File: src/rtl/mem_port_arbiter_pkg.sv
// Shared types and constants for the IF/data RAM port arbiter.
// Holds the FSM states, owner/size encodings and the big-endian lane helper.
package mem_arb_pkg;

    typedef enum logic [1:0] {
        IDLE = 2'd0,
        XFER = 2'd1,
        DONE = 2'd2
    } state_t;

    typedef enum logic {
        OWN_IF = 1'b0,
        OWN_D  = 1'b1
    } owner_t;

    typedef enum logic {
        SIZE_BYTE = 1'b0,
        SIZE_WORD = 1'b1
    } size_t;

    localparam int BEATS_PER_WORD = 4;
    localparam int BEAT_W         = $clog2(BEATS_PER_WORD);

    // Beat 0 carries the most significant byte (big-endian word layout in RAM).
    function automatic logic [7:0] word_lane(input logic [31:0] word, input logic [BEAT_W-1:0] beat);
        return word[8*(BEATS_PER_WORD-1-int'(beat)) +: 8];
    endfunction

endpackage

File: src/rtl/mem_port_arbiter_if.sv
// Bundle of the fetch port, data port and byte-wide RAM port.
// The arbiter uses the slave modport; requesters and the RAM sit on the master side.
interface mem_port_arbiter_if #(
    parameter int ADDR_W = 8
);
    logic              if_req;
    logic [31:0]       if_addr;
    logic [31:0]       if_rdata;
    logic              if_ack;

    logic              d_req;
    logic              d_we;
    logic              d_size;
    logic [31:0]       d_addr;
    logic [31:0]       d_wdata;
    logic [31:0]       d_rdata;
    logic              d_ack;

    logic              mem_en;
    logic              mem_we;
    logic [ADDR_W-1:0] mem_addr;
    logic [7:0]        mem_wdata;
    logic [7:0]        mem_rdata;

    modport slave (
        input  if_req, if_addr, d_req, d_we, d_size, d_addr, d_wdata, mem_rdata,
        output if_rdata, if_ack, d_rdata, d_ack, mem_en, mem_we, mem_addr, mem_wdata
    );

    modport master (
        output if_req, if_addr, d_req, d_we, d_size, d_addr, d_wdata, mem_rdata,
        input  if_rdata, if_ack, d_rdata, d_ack, mem_en, mem_we, mem_addr, mem_wdata
    );

endinterface

File: src/rtl/mem_port_arbiter_byte_lane_assembler.sv
// Collects read bytes into a 32-bit shadow word, one big-endian lane per beat.
// o_word_next already contains the byte being captured this cycle.
module byte_lane_assembler
    import mem_arb_pkg::*;
(
    input  logic              clk,
    input  logic              reset,
    input  logic              i_capture,
    input  logic [BEAT_W-1:0] i_beat,
    input  logic [7:0]        i_byte,
    output logic [31:0]       o_word_next
);

    logic [31:0] r_shadow;

    always_comb begin
        o_word_next = r_shadow;
        for (int lane = 0; lane < BEATS_PER_WORD; lane++) begin
            if (i_capture && (i_beat == BEAT_W'(BEATS_PER_WORD - 1 - lane)))
                o_word_next[8*lane +: 8] = i_byte;
        end
    end

    // NOTE: the shadow is a plain register, so it is cleared on reset like all other state.
    always_ff @(posedge clk or posedge reset) begin
        if (reset)
            r_shadow <= '0;
        else if (i_capture)
            r_shadow <= o_word_next;
    end

endmodule

File: src/rtl/mem_port_arbiter.sv
// Shares one byte-wide RAM between instruction fetch and the load/store stage,
// serialising word accesses into four big-endian byte beats.
module mem_port_arbiter
    import mem_arb_pkg::*;
#(
    parameter int ADDR_W       = 8,
    parameter int STARVE_LIMIT = 2
)(
    input logic                clk,
    input logic                reset,
    mem_port_arbiter_if.slave  bus
);

    localparam int STARVE_W = $clog2(STARVE_LIMIT + 1);

    state_t               r_state;
    state_t               w_state_next;
    owner_t               r_owner;
    logic                 r_we;
    logic                 r_size_word;
    logic [ADDR_W-1:0]    r_base;
    logic [31:0]          r_wdata;
    logic [BEAT_W-1:0]    r_beat;
    logic [STARVE_W-1:0]  r_starve;
    logic [31:0]          r_if_rdata;
    logic [31:0]          r_d_rdata;

    logic                 w_grant;
    logic                 w_grant_if;
    logic                 w_grant_d;
    logic                 w_xfer;
    logic                 w_last;
    logic [31:0]          w_word_next;
    logic                 w_unused_addr;

    // Data has priority until IF has been passed over STARVE_LIMIT times in a row.
    assign w_grant    = (r_state == IDLE) && (bus.if_req || bus.d_req);
    assign w_grant_if = w_grant && bus.if_req &&
                        ((r_starve == STARVE_W'(STARVE_LIMIT)) || !bus.d_req);
    assign w_grant_d  = w_grant && !w_grant_if;
    assign w_xfer     = (r_state == XFER);
    assign w_last     = (r_beat == (r_size_word ? BEAT_W'(BEATS_PER_WORD - 1) : '0));

    assign w_unused_addr = ^{bus.if_addr[31:ADDR_W], bus.d_addr[31:ADDR_W]};

    byte_lane_assembler u_assembler (
        .clk         (clk),
        .reset       (reset),
        .i_capture   (w_xfer && !r_we),
        .i_beat      (r_beat),
        .i_byte      (bus.mem_rdata),
        .o_word_next (w_word_next)
    );

    // NOTE: every output of this block gets a default first, so no latches are inferred.
    always_comb begin
        w_state_next  = r_state;
        bus.mem_en    = 1'b0;
        bus.mem_we    = 1'b0;
        bus.mem_addr  = '0;
        bus.mem_wdata = '0;
        bus.if_ack    = 1'b0;
        bus.d_ack     = 1'b0;
        unique case (r_state)
            IDLE: if (w_grant) w_state_next = XFER;
            XFER: begin
                bus.mem_en   = 1'b1;
                bus.mem_we   = r_we;
                bus.mem_addr = r_base + ADDR_W'(r_beat);
                if (r_we)
                    bus.mem_wdata = r_size_word ? word_lane(r_wdata, r_beat) : r_wdata[7:0];
                if (w_last) w_state_next = DONE;
            end
            DONE: begin
                bus.if_ack   = (r_owner == OWN_IF);
                bus.d_ack    = (r_owner == OWN_D);
                w_state_next = IDLE;
            end
            default: w_state_next = IDLE;
        endcase
    end

    assign bus.if_rdata = r_if_rdata;
    assign bus.d_rdata  = r_d_rdata;

    always_ff @(posedge clk or posedge reset) begin
        if (reset) begin
            r_state     <= IDLE;
            r_owner     <= OWN_IF;
            r_we        <= 1'b0;
            r_size_word <= 1'b0;
            r_base      <= '0;
            r_wdata     <= '0;
            r_beat      <= '0;
            r_starve    <= '0;
            r_if_rdata  <= '0;
            r_d_rdata   <= '0;
        end else begin
            r_state <= w_state_next;

            if (w_grant) begin
                r_owner     <= w_grant_if ? OWN_IF : OWN_D;
                r_base      <= w_grant_if ? bus.if_addr[ADDR_W-1:0] : bus.d_addr[ADDR_W-1:0];
                r_we        <= w_grant_d && bus.d_we;
                r_size_word <= w_grant_if || (bus.d_size == SIZE_WORD);
                r_wdata     <= bus.d_wdata;
                r_beat      <= '0;
            end else if (w_xfer) begin
                r_beat <= r_beat + 1'b1;
            end

            if (!bus.if_req || w_grant_if)
                r_starve <= '0;
            else if (w_grant_d)
                r_starve <= r_starve + 1'b1;

            // Results land on the last beat edge so they are valid throughout the ack cycle.
            if (w_xfer && w_last && !r_we) begin
                if (r_owner == OWN_IF)
                    r_if_rdata <= w_word_next;
                else
                    r_d_rdata <= r_size_word ? w_word_next : {24'h0, w_word_next[31:24]};
            end
        end
    end

endmodule

File: src/flat_wrapper.sv
// flat-port wrapper written by rule: the top's interface ports become plain ports
module mem_port_arbiter_flat import mem_arb_pkg::*;
#(
    parameter int ADDR_W       = 8,
    parameter int STARVE_LIMIT = 2
)
  (clk, reset, bus_if_req, bus_if_addr, bus_d_req, bus_d_we, bus_d_size, bus_d_addr, bus_d_wdata, bus_mem_rdata, bus_if_rdata, bus_if_ack, bus_d_rdata, bus_d_ack, bus_mem_en, bus_mem_we, bus_mem_addr, bus_mem_wdata);
  mem_port_arbiter_if #(.ADDR_W(ADDR_W)) bus_i ();
  input logic clk;
  input logic reset;
  input wire logic [$bits(bus_i.if_req)-1:0] bus_if_req;
  input wire logic [$bits(bus_i.if_addr)-1:0] bus_if_addr;
  input wire logic [$bits(bus_i.d_req)-1:0] bus_d_req;
  input wire logic [$bits(bus_i.d_we)-1:0] bus_d_we;
  input wire logic [$bits(bus_i.d_size)-1:0] bus_d_size;
  input wire logic [$bits(bus_i.d_addr)-1:0] bus_d_addr;
  input wire logic [$bits(bus_i.d_wdata)-1:0] bus_d_wdata;
  input wire logic [$bits(bus_i.mem_rdata)-1:0] bus_mem_rdata;
  output wire logic [$bits(bus_i.if_rdata)-1:0] bus_if_rdata;
  output wire logic [$bits(bus_i.if_ack)-1:0] bus_if_ack;
  output wire logic [$bits(bus_i.d_rdata)-1:0] bus_d_rdata;
  output wire logic [$bits(bus_i.d_ack)-1:0] bus_d_ack;
  output wire logic [$bits(bus_i.mem_en)-1:0] bus_mem_en;
  output wire logic [$bits(bus_i.mem_we)-1:0] bus_mem_we;
  output wire logic [$bits(bus_i.mem_addr)-1:0] bus_mem_addr;
  output wire logic [$bits(bus_i.mem_wdata)-1:0] bus_mem_wdata;
  assign bus_i.if_req = bus_if_req;
  assign bus_i.if_addr = bus_if_addr;
  assign bus_i.d_req = bus_d_req;
  assign bus_i.d_we = bus_d_we;
  assign bus_i.d_size = bus_d_size;
  assign bus_i.d_addr = bus_d_addr;
  assign bus_i.d_wdata = bus_d_wdata;
  assign bus_i.mem_rdata = bus_mem_rdata;
  assign bus_if_rdata = bus_i.if_rdata;
  assign bus_if_ack = bus_i.if_ack;
  assign bus_d_rdata = bus_i.d_rdata;
  assign bus_d_ack = bus_i.d_ack;
  assign bus_mem_en = bus_i.mem_en;
  assign bus_mem_we = bus_i.mem_we;
  assign bus_mem_addr = bus_i.mem_addr;
  assign bus_mem_wdata = bus_i.mem_wdata;
  mem_port_arbiter #(.ADDR_W(ADDR_W), .STARVE_LIMIT(STARVE_LIMIT)) u_core (.clk(clk), .reset(reset), .bus(bus_i));
endmodule
File: config.mk
export PLATFORM = sky130hd
export DESIGN_NAME = mem_port_arbiter_flat
export DESIGN_NICKNAME = d
export VERILOG_FILES = /design/src/rtl/mem_port_arbiter_pkg.sv /design/src/rtl/mem_port_arbiter_if.sv /design/src/rtl/mem_port_arbiter_byte_lane_assembler.sv /design/src/rtl/mem_port_arbiter.sv /design/src/flat_wrapper.sv
export SDC_FILE = /design/constraint.sdc
export NUM_CORES = 1
export LEC_CHECK = 0
export ABC_AREA = 1
export CAP_MARGIN = 20
export CORE_UTILIZATION = 30
export DETAILED_ROUTE_END_ITERATION = 8
export DONT_BUFFER_PORTS = 1
export PLACE_DENSITY = 0.49
export SYNTH_ARGS = -nofsm -noshare
export SYNTH_HDL_FRONTEND = slang
export SYNTH_SLANG_ARGS = --single-unit
File: constraint.sdc
create_clock -name clk -period 6.08 [get_ports clk]
set_input_delay 1.824 -clock clk [delete_from_list [all_inputs] [get_ports clk]]
set_output_delay 1.824 -clock clk [all_outputs]
set_load 0.02 [all_outputs]
==> flow_summary.toml, run 1 <==
[outcome]
status = "complete, no violations"

[job]
maxCapViolCount = 0

[finish]
regArea_um2 = 3630
multi_input_area_um2 = 2470
diodes = 0
syn_to_final_growth_pct = 12.8
n_fill_cell = 2198
layout-drive-gt1-share_pct = 7.49
fin_nets = 879
fin_cells = 1049

[timing]
holdWs_ns = 0.478
post-route-period-util_pct = 75.8
setup_viol = 0
rsz0062_at_grt = "no"
worst_pin_slew_ns = 0.923
slew_viol_final = 0
fmaxAchievable_mhz = 217
finalSetupTns_ns = 0
max_slew_margin_pct = 38.5
hold_viol = 0
final.setup_skew_ns = 0.0113
min_period_ns = 4.61

[synth]
synth.distinct_cells = 26
yosysSeqAreaShare_pct = 56.5
synth_fp_nets = 892
ys_ff_latch = 145
ys.warnings.count = 0
syn_avg_cell_area_um2 = 8.29
syn_area_um2 = 6420
syn_inst = 774

[die]
dieHeight_um = 148
row_count = 53
die_area_um2 = 22000
die_x_um = 148
core_um2 = 21000
start_util_pct = 30.5
boundaryPins = 194

[hold_path]
hold-path-endpoint = "u_core.r_wdata[30]"
hp-start = "u_core.r_wdata[30]"
hold_depth = 2
hp-class = "register to register"

[routing]
detail_route.drc_violations = 0
wire_per_inst_um = 16.2
antenna_left = 0
vias = 4774
viasPerCell = 4.55
drt_first_pass_iters = 4
drtIter0Drc = 303
wirelength_mm = 17.0

[critical_path]
required_ns = 4.26
crit_path_start_kind = "register"
crit_path_end_kind = "primary output"
r2r-start = "u_core.r_size_word"
r2r-end = "u_core.bus.if_rdata[2]"
critPathMaxFanout = 22
cp.arrival_ns = 2.78
r2r_cells = 7
r2r_setup_slack_ns = 2.86
critical_path_class = "register to primary output"

[power]
vdd_drop_max_v = 0.000214
p_leak_nw = 3.69
power_per_cell_area_nw_per_um2 = 618

[place]
gp_congestion = 0.738
port_buffers = 0
dp.cells = 1016
hpwl_mm = 11.3

[clock_network]
cts_buffers = 17
clk_latency_ns = 0.43
cts_root_buffer = "clkbuf_16"
cts.clk_slew.worst_paths_ns = 0.06
clock_path_buffers = 2
cts_sinks = 145
cts_setup_buffers = 0
cts_tree = "built"
cts_resized = 0
cts_hold_buf = 0
cts_htree_levels = 4

[grt]
grt_util_all_layers_pct = 16.4
antenna_found_initial = 0
gr-total-overflow = 0
grt_max_degree = 115
grt_pass1_vias = 4815
grt_pass1_wl_mm = 27.4
[cells in the mapped netlist]
| cell type | instances | share of area, % |
|---|---|---|
| nor3_1 | 3 | 0.23 |
| nor2_1 | 18 | 1.1 |
| buf_6 | 5 | 0.88 |
| nand2_4 | 1 | 0.18 |
| nand2_1 | 393 | 23 |
| nand2_2 | 2 | 0.19 |
| buf_1 | 5 | 0.29 |
| inv_2 | 5 | 0.29 |
| o21ai_1 | 2 | 0.16 |
| fa_1 | 1 | 0.31 |
| a21oi_1 | 13 | 1.0 |
| clkinv_1 | 2 | 0.12 |
| ha_1 | 7 | 1.4 |
| o21ai_0 | 42 | 3.3 |
| or2_1 | 1 | 0.098 |
| o21ai_4 | 2 | 0.51 |
| nor2_4 | 3 | 0.53 |
| nand4_1 | 11 | 1.1 |
| buf_2 | 11 | 0.86 |
| buf_4 | 5 | 0.58 |
| nand3_1 | 55 | 4.3 |
| nand3_2 | 1 | 0.16 |
| inv_1 | 24 | 1.4 |
| dfrtp_1 | 145 | 57 |
| o21ai_2 | 8 | 1.1 |
| clkbuf_1 | 9 | 0.53 |
[power breakdown]
| group | leakage [nW] | internal [mW] | switching, mW | total [mW] |
|---|---|---|---|---|
| combinational | 1.60 | 0.406 | 0.952 | 1.36 |
| clock | 0.301 | 0.678 | 0.436 | 1.11 |
| sequential | 1.78 | 1.42 | 0.580 | 2.00 |
[critical path, stage by stage (launching register included)]
cell,delay [ns]
dfrtp_1,0.91
clkinv_1,0.84
nand2_1,0.22
nand3_1,0.13
nand2_1,0.10
a21oi_1,0.16
[routing by layer]
layer | GRT usage, % | part of all wire [%]
met1 | 20.7 | 45
met4 | 5.57 | 1.6
met2 | 25.9 | 46
met5 | 0 | 0
met3 | 5.98 | 7.7
[per-stage QoR]
step	total power [mW]	setup WS, ns	instance area [um2]	util (%)
floorplan	3.04	0.361	6420	-
global placement	3.40	1.84	6580	31.3
detailed placement	3.42	1.85	6580	31.3
CTS	4.55	1.38	7210	34.3
global route	4.87	1.15	7240	34.4
finish	4.48	1.47	7240	34.4
[flip-flops by register name (all words and copies together), names as in the netlist]
name,flops
u_core.bus.d_rdata,32
u_core.bus.if_rdata,32
u_core.r_wdata,32
u_core.u_assembler.r_shadow,32
u_core.r_base,8
u_core.r_beat,2
u_core.r_starve,2
u_core.r_state,2
u_core.r_owner,1
u_core.r_size_word,1
u_core.r_we,1
[how the worst max path moves through the flow]
stage                                 from                    end  slack [ns]  cells past startpoint
final                     u_core.r_beat[0]       bus_mem_wdata[3]        1.47                      5
after detailed placement  u_core.r_beat[0]       bus_mem_wdata[6]        1.85                      5
after CTS                 u_core.r_beat[0]       bus_mem_wdata[6]        1.38                      5
after global routing      u_core.r_beat[0]       bus_mem_wdata[3]        1.15                      5
after global placement    u_core.r_beat[0]       bus_mem_wdata[6]        1.84                      5
after floorplan                      reset  u_core.bus.d_rdata[0]        0.36                      1
[cell usage in the layout, fill, tap and decap left out, types with 2 or more instances in the layout]
master and n:
nand2_1 393, dfrtp_1 145, nand3_1 55, o21ai_0 42
inv_1 23, nor2_1 17, clkbuf_16 17, a21oi_1 13
nand4_1 11, o21ai_2 8, ha_1 7, inv_6 6
inv_2 5, nor2_4 3, nor3_1 3, bufinv_16 3
nand2_2 2, o21ai_4 2, o21ai_1 2, clkinv_1 2
clkinvlp_4 2, clkbuf_8 2, buf_4 2
[cell type report]
class,count,share of cell area [%]
Clock buffer,20,6.31
Timing Repair Buffer,3,0.588
Inverter,31,1.68
Multi-Input combinational cell,563,34.2
Tap cell,275,4.76
Clock inverter,12,2.33
Sequential cell,145,50.1
[cell families (layout without fill, tap and decap cells)]
kind of cell | count (synthesis) | in the layout | share of synthesized area, %
compound gates | 67 | 67 | 6.04
simple gates | 488 | 488 | 30.8
fa+ha+maj | 8 | 8 | 1.68
buf+inv | 66 | 66 | 4.95
flops | 145 | 145 | 56.5
Note: power is estimated with default switching activity, not from simulation.
==> inputs of run 2 (changes only) <==
==> constraint.sdc (replaced) <==
create_clock -name clk -period 4.6 [get_ports clk]
set_input_delay 1.38 -clock clk [delete_from_list [all_inputs] [get_ports clk]]
set_output_delay 1.38 -clock clk [all_outputs]
set_load 0.02 [all_outputs]
==> flow_summary.toml, run 2 (synthesized netlist as in run 1, its figures left out) <==
[critical_path]
cp.arrival_ns = 2.46
critical_path_class = "register to primary output"
crit_path_start_kind = "register"
path_cells = "ha_1 -> fa_1 -> nand2_1 -> nor2_1 -> nand2_1 -> o21ai_0 -> a21oi_1"
r2r_setup_slack_ns = 1.82
slowest_delay_ns = 0.59
cp_slowest_cell = "dfrtp_1"
r2r_cells = 8
critPathMaxFanout = 14
required_ns = 3.22
crit_path_end_kind = "primary output"
r2r-end = "u_core.bus.if_rdata[6]"
cp_common_cell = "nand2_1"
r2r-start = "u_core.r_size_word"

[die]
row_count = 53
die_x_um = 148
core_um2 = 21000
die_area_um2 = 22000
boundaryPins = 194
start_util_pct = 30.5
dieHeight_um = 148

[clock_network]
cts_setup_buffers = 0
cts_tree = "built"
cts_resized = 0
cts_root_buffer = "clkbuf_16"
cts_sinks = 145
cts_hold_buf = 0
cts.clk_slew.worst_paths_ns = 0.06
cts_buffers = 17
clk_latency_ns = 0.42
clock_path_buffers = 2
cts_htree_levels = 4

[routing]
detail_route.drc_violations = 0
drt_first_pass_iters = 6
drtIter0Drc = 221
antenna_left = 0
wire_per_inst_um = 16.3
wirelength_mm = 17.3
vias = 4923
viasPerCell = 4.66

[finish]
regArea_um2 = 3630
multi_input_area_um2 = 2470
final_common_cell = "nand2_1"
n_fill_cell = 2254
syn_to_final_growth_pct = 13.2
finish.utilization_pct = 34.6
final_cell_mix = "nand2_1, dfrtp_1, nand3_1"
layout-drive-gt1-share_pct = 8.19
fin_nets = 887

[hold_path]
hold_depth = 2
hp-start = "u_core.r_wdata[24]"
hold-path-endpoint = "u_core.r_wdata[24]"
hp-class = "register to register"

[power]
p_leak_nw = 3.71
vdd_drop_max_v = 0.000289
p_total_mw = 5.90
power_per_cell_area_nw_per_um2 = 812

[timing]
hold_viol = 0
finalSetupTns_ns = 0
max_slew_margin_pct = 40.8
setup_viol = 0
holdWs_ns = 0.481
min_period_ns = 3.84
fmaxAchievable_mhz = 261
post-route-period-util_pct = 83.4
final.setup_skew_ns = 0.0123
worst_pin_slew_ns = 0.888
slew_viol_final = 0
fin_ws_ns = 0.762
rsz0062_at_grt = "no"

[place]
gp_congestion = 0.771
hpwl_mm = 11.9
pre_cts_slack_ns = 1.21
port_buffers = 0

[grt]
grt_util_all_layers_pct = 16.5
antenna_found_initial = 2
grt_pass1_wl_mm = 27.4
grt_max_degree = 46
grt_pass1_vias = 4885
gr-total-overflow = 0

[job]
maxCapViolCount = 0

[outcome]
status = "complete, no violations"
-- run 2: changes by cell type in the layout (fill, tap and decap cells not counted), sizes merged --
| cell | previous run | this run |
|---|---|---|
| diode | 0 | 1 |
| inv | 35 | 30 |
| buf | 3 | 11 |
| clkinv | 3 | 7 |
-- run 2: area by class of cell --
| cell class | count | area share [%] |
|---|---|---|
| clock buffers | 20 | 6.15 |
| well taps | 275 | 4.74 |
| clock inverters | 11 | 2.14 |
| inverters | 31 | 1.65 |
| diodes | 1 | 0.0344 |
| flip-flops and latches | 145 | 49.9 |
| multi-input cells | 563 | 34.0 |
| repair buffers | 11 | 1.31 |
-- run 2: worst max-delay path: cells and delay by family (launching register included) --
| kind | cells | cell delay (ns) |
|---|---|---|
| AND/OR/NAND/NOR | 3 | 0.24 |
| adder cells (fa/ha/maj) | 2 | 0.76 |
| AO/OA/AOI/OAI | 2 | 0.47 |
| flip-flops | 1 | 0.59 |
-- run 2: worst max path at each step --
stage | start | end | slack [ns]
6_report | u_core.r_beat[0] | bus_mem_addr[6] | 0.76
5_1_grt | u_core.r_beat[1] | bus_mem_wdata[6] | 0.65
4_1_cts | u_core.r_beat[0] | bus_mem_addr[6] | 0.75
3_5_place_dp | u_core.r_beat[0] | bus_mem_addr[6] | 1.21
3_3_place_gp | u_core.r_beat[1] | bus_mem_wdata[6] | 1.20
2_1_floorplan | reset | u_core.bus.d_rdata[0] | 1.40
-- run 2: metal layers --
metal | wire length, um | vias up | track usage (%)
met5 | 13 | - | 0
met4 | 225 | 2 | 4.79
met3 | 1500 | 17 | 7.15
met2 | 8030 | 132 | 26.2
met1 | 7480 | 2342 | 20.1
li1 | - | 2430 | -
-- run 2: power by group --
part	switching, mW	total [mW]	internal [mW]
Clock	0.554	1.42	0.871
Combinational	1.28	1.84	0.560
Sequential	0.759	2.64	1.88
-- run 2: through the flow --
| step | std cells | instance area, um2 |
|---|---|---|
| 6_report | 1057 | 7270 |
| 3_5_place_dp | 1025 | 6660 |
| 5_1_grt | 1056 | 7260 |
| 3_3_place_gp | 1025 | 6660 |
| 2_1_floorplan | 774 | 6420 |
| 4_1_cts | 1056 | 7260 |
==> inputs of run 3 (changes only) <==
--- a/config.mk
+++ b/config.mk
@@ -10,7 +10,7 @@
 export CORE_UTILIZATION = 30
 export DETAILED_ROUTE_END_ITERATION = 8
 export DONT_BUFFER_PORTS = 1
-export PLACE_DENSITY = 0.49
+export PLACE_DENSITY = 0.5
 export SYNTH_ARGS = -nofsm -noshare
 export SYNTH_HDL_FRONTEND = slang
 export SYNTH_SLANG_ARGS = --single-unit
==> constraint.sdc (replaced) <==
create_clock -name clk -period 3.14 [get_ports clk]
set_input_delay 0.942 -clock clk [delete_from_list [all_inputs] [get_ports clk]]
set_output_delay 0.942 -clock clk [all_outputs]
set_load 0.02 [all_outputs]
==> flow_summary.toml, run 3 (synthesized netlist as in run 1, its figures left out) <==
[critical_path]
critical_path_class = "register to primary output"
r2r_setup_slack_ns = 0.85
crit_family = "adder cells"
cp.arrival_ns = 2.05
required_ns = 2.20
critPathMaxFanout = 3
crit_path_start_kind = "register"
path_cells = "ha_1 -> fa_1 -> nand2_1 -> nor2_1 -> nand2_1 -> o21ai_0 -> a21oi_1 -> buf_4"
cp_slowest_cell = "fa_1"
critical_path_buf_inv_count = 1
cp_common_cell = "nand2_1"
slowest_delay_ns = 0.40
crit_path_end_kind = "primary output"

[power]
p_int_mw = 4.87
clkPwrFrac_pct = 23.7
switching_share_pct = 44.0
p_leak_nw = 3.76
power_frac_comb_pct = 32.6
pwr-share-seq_pct = 43.7
vdd_drop_max_v = 0.000422
switchingPower_mw = 3.83
power_per_cell_area_nw_per_um2 = 1180

[die]
dieHeight_um = 148
row_count = 53
die_x_um = 148
boundaryPins = 194
start_util_pct = 30.5
die_area_um2 = 22000
core_um2 = 21000

[timing]
setup_viol = 0
final.setup_skew_ns = 0.0161
fmaxAchievable_mhz = 334
min_period_ns = 3.00
post-route-period-util_pct = 95.4
hold_viol = 0
max_slew_margin_pct = 50.6
finalSetupTns_ns = 0
worst_pin_slew_ns = 0.740
slew_viol_final = 0
rsz0062_at_grt = "no"

[grt]
grt_util_all_layers_pct = 16.3
grt_pass1_wl_mm = 27.1
grt_max_degree = 59
grt_pass1_vias = 4719
gr-total-overflow = 0
antenna_found_initial = 0

[finish]
layout-drive-gt1-share_pct = 9.61
fin_nets = 896
diodes = 0
final_common_cell = "nand2_1"
syn_to_final_growth_pct = 14.5
n_fill_cell = 2224
fin_area_um2 = 7350
finish.utilization_pct = 35.0
final_cell_mix = "nand2_1, dfrtp_1, nand3_1"

[clock_network]
cts.clk_slew.worst_paths_ns = 0.07
clock_path_buffers = 2
cts_sinks = 145
cts_tree = "built"
cts_htree_levels = 4
cts_buffers = 17
cts_root_buffer = "clkbuf_16"
clk_latency_ns = 0.43

[routing]
vias = 4878
drtIter0Drc = 274
detail_route.drc_violations = 0
wire_per_inst_um = 16.0
wirelength_mm = 17.0
drt_first_pass_iters = 4
antenna_left = 0
viasPerCell = 4.58

[hold_path]
hp-class = "input port to async pin"

[place]
gp_congestion = 0.797
hpwl_mm = 11.6
port_buffers = 0
place_area_um2 = 6750

[outcome]
status = "complete, no violations"

[job]
maxCapViolCount = 0
run 3: cell types whose count changed in the layout (fill, tap and decap cells not counted), moves of 2 or more:
cell	delta
buf_4	+7
inv_6	+2
clkinv_4	-2
buf_12	+2
clkinvlp_4	+2
run 3: power by group through the flow:
stage,sequential (mW),clock [mW],combinational [mW]
final,3.80,2.06,2.83
after global routing,3.92,2.20,3.29
after floorplan,3.64,0,2.25
after global placement,3.83,0,2.86
after detailed placement,3.84,0,2.89
after CTS,3.82,2.11,2.91
run 3: cell type report:
type	instances	area (um2)	share of cell area, %
repair buffers	20	188	2.55
clock buffers	19	443	6.03
inverters	31	124	1.69
flip-flops and latches	145	3630	49.4
clock inverters	13	149	2.03
well taps	275	344	4.68
multi-input cells	563	2470	33.7
run 3: metrics by stage:
step | hold WS [ns] | worst slack, ns | total power [mW] | std cells
floorplan | 0.449 | 0.379 | 5.89 | 774
global placement | 0.463 | 0.549 | 6.69 | 1034
detailed placement | 0.466 | 0.539 | 6.74 | 1034
CTS | 0.385 | 0.0521 | 8.83 | 1066
global route | 0.392 | 0.00616 | 9.40 | 1066
finish | 0.389 | 0.144 | 8.70 | 1066
run 3: path summary, 6_finish.rpt:
check,depth (start not counted),from,to
hold / removal,1,reset,u_core.bus.d_rdata[20]
min in group clk,2,u_core.r_wdata[17],u_core.r_wdata[17]
hold reg to reg,2,u_core.r_wdata[17],u_core.r_wdata[17]
setup / recovery,8,u_core.r_base[0],bus_mem_addr[6]
setup reg to reg,8,u_core.r_size_word,u_core.bus.d_rdata[12]
max in group asynchronous,2,reset,u_core.bus.if_rdata[6]
run 3: repair_timing:
action                                  4_1_cts  5_1_grt
hold buffers                                  0        0
setup buffers                                 0        0
endpoints found under the setup margin        0        3
resized for setup                             0        1
run 3: routing by layer:
layer  GRT usage [%]  vias to the layer above  share of wire [%]
met3            7.09                       15                9.2
met2            25.0                      133                 46
met4            5.36                        0                1.3
li1                -                     2450                  -
met5               0                        -                  0
met1            20.5                     2280                 43
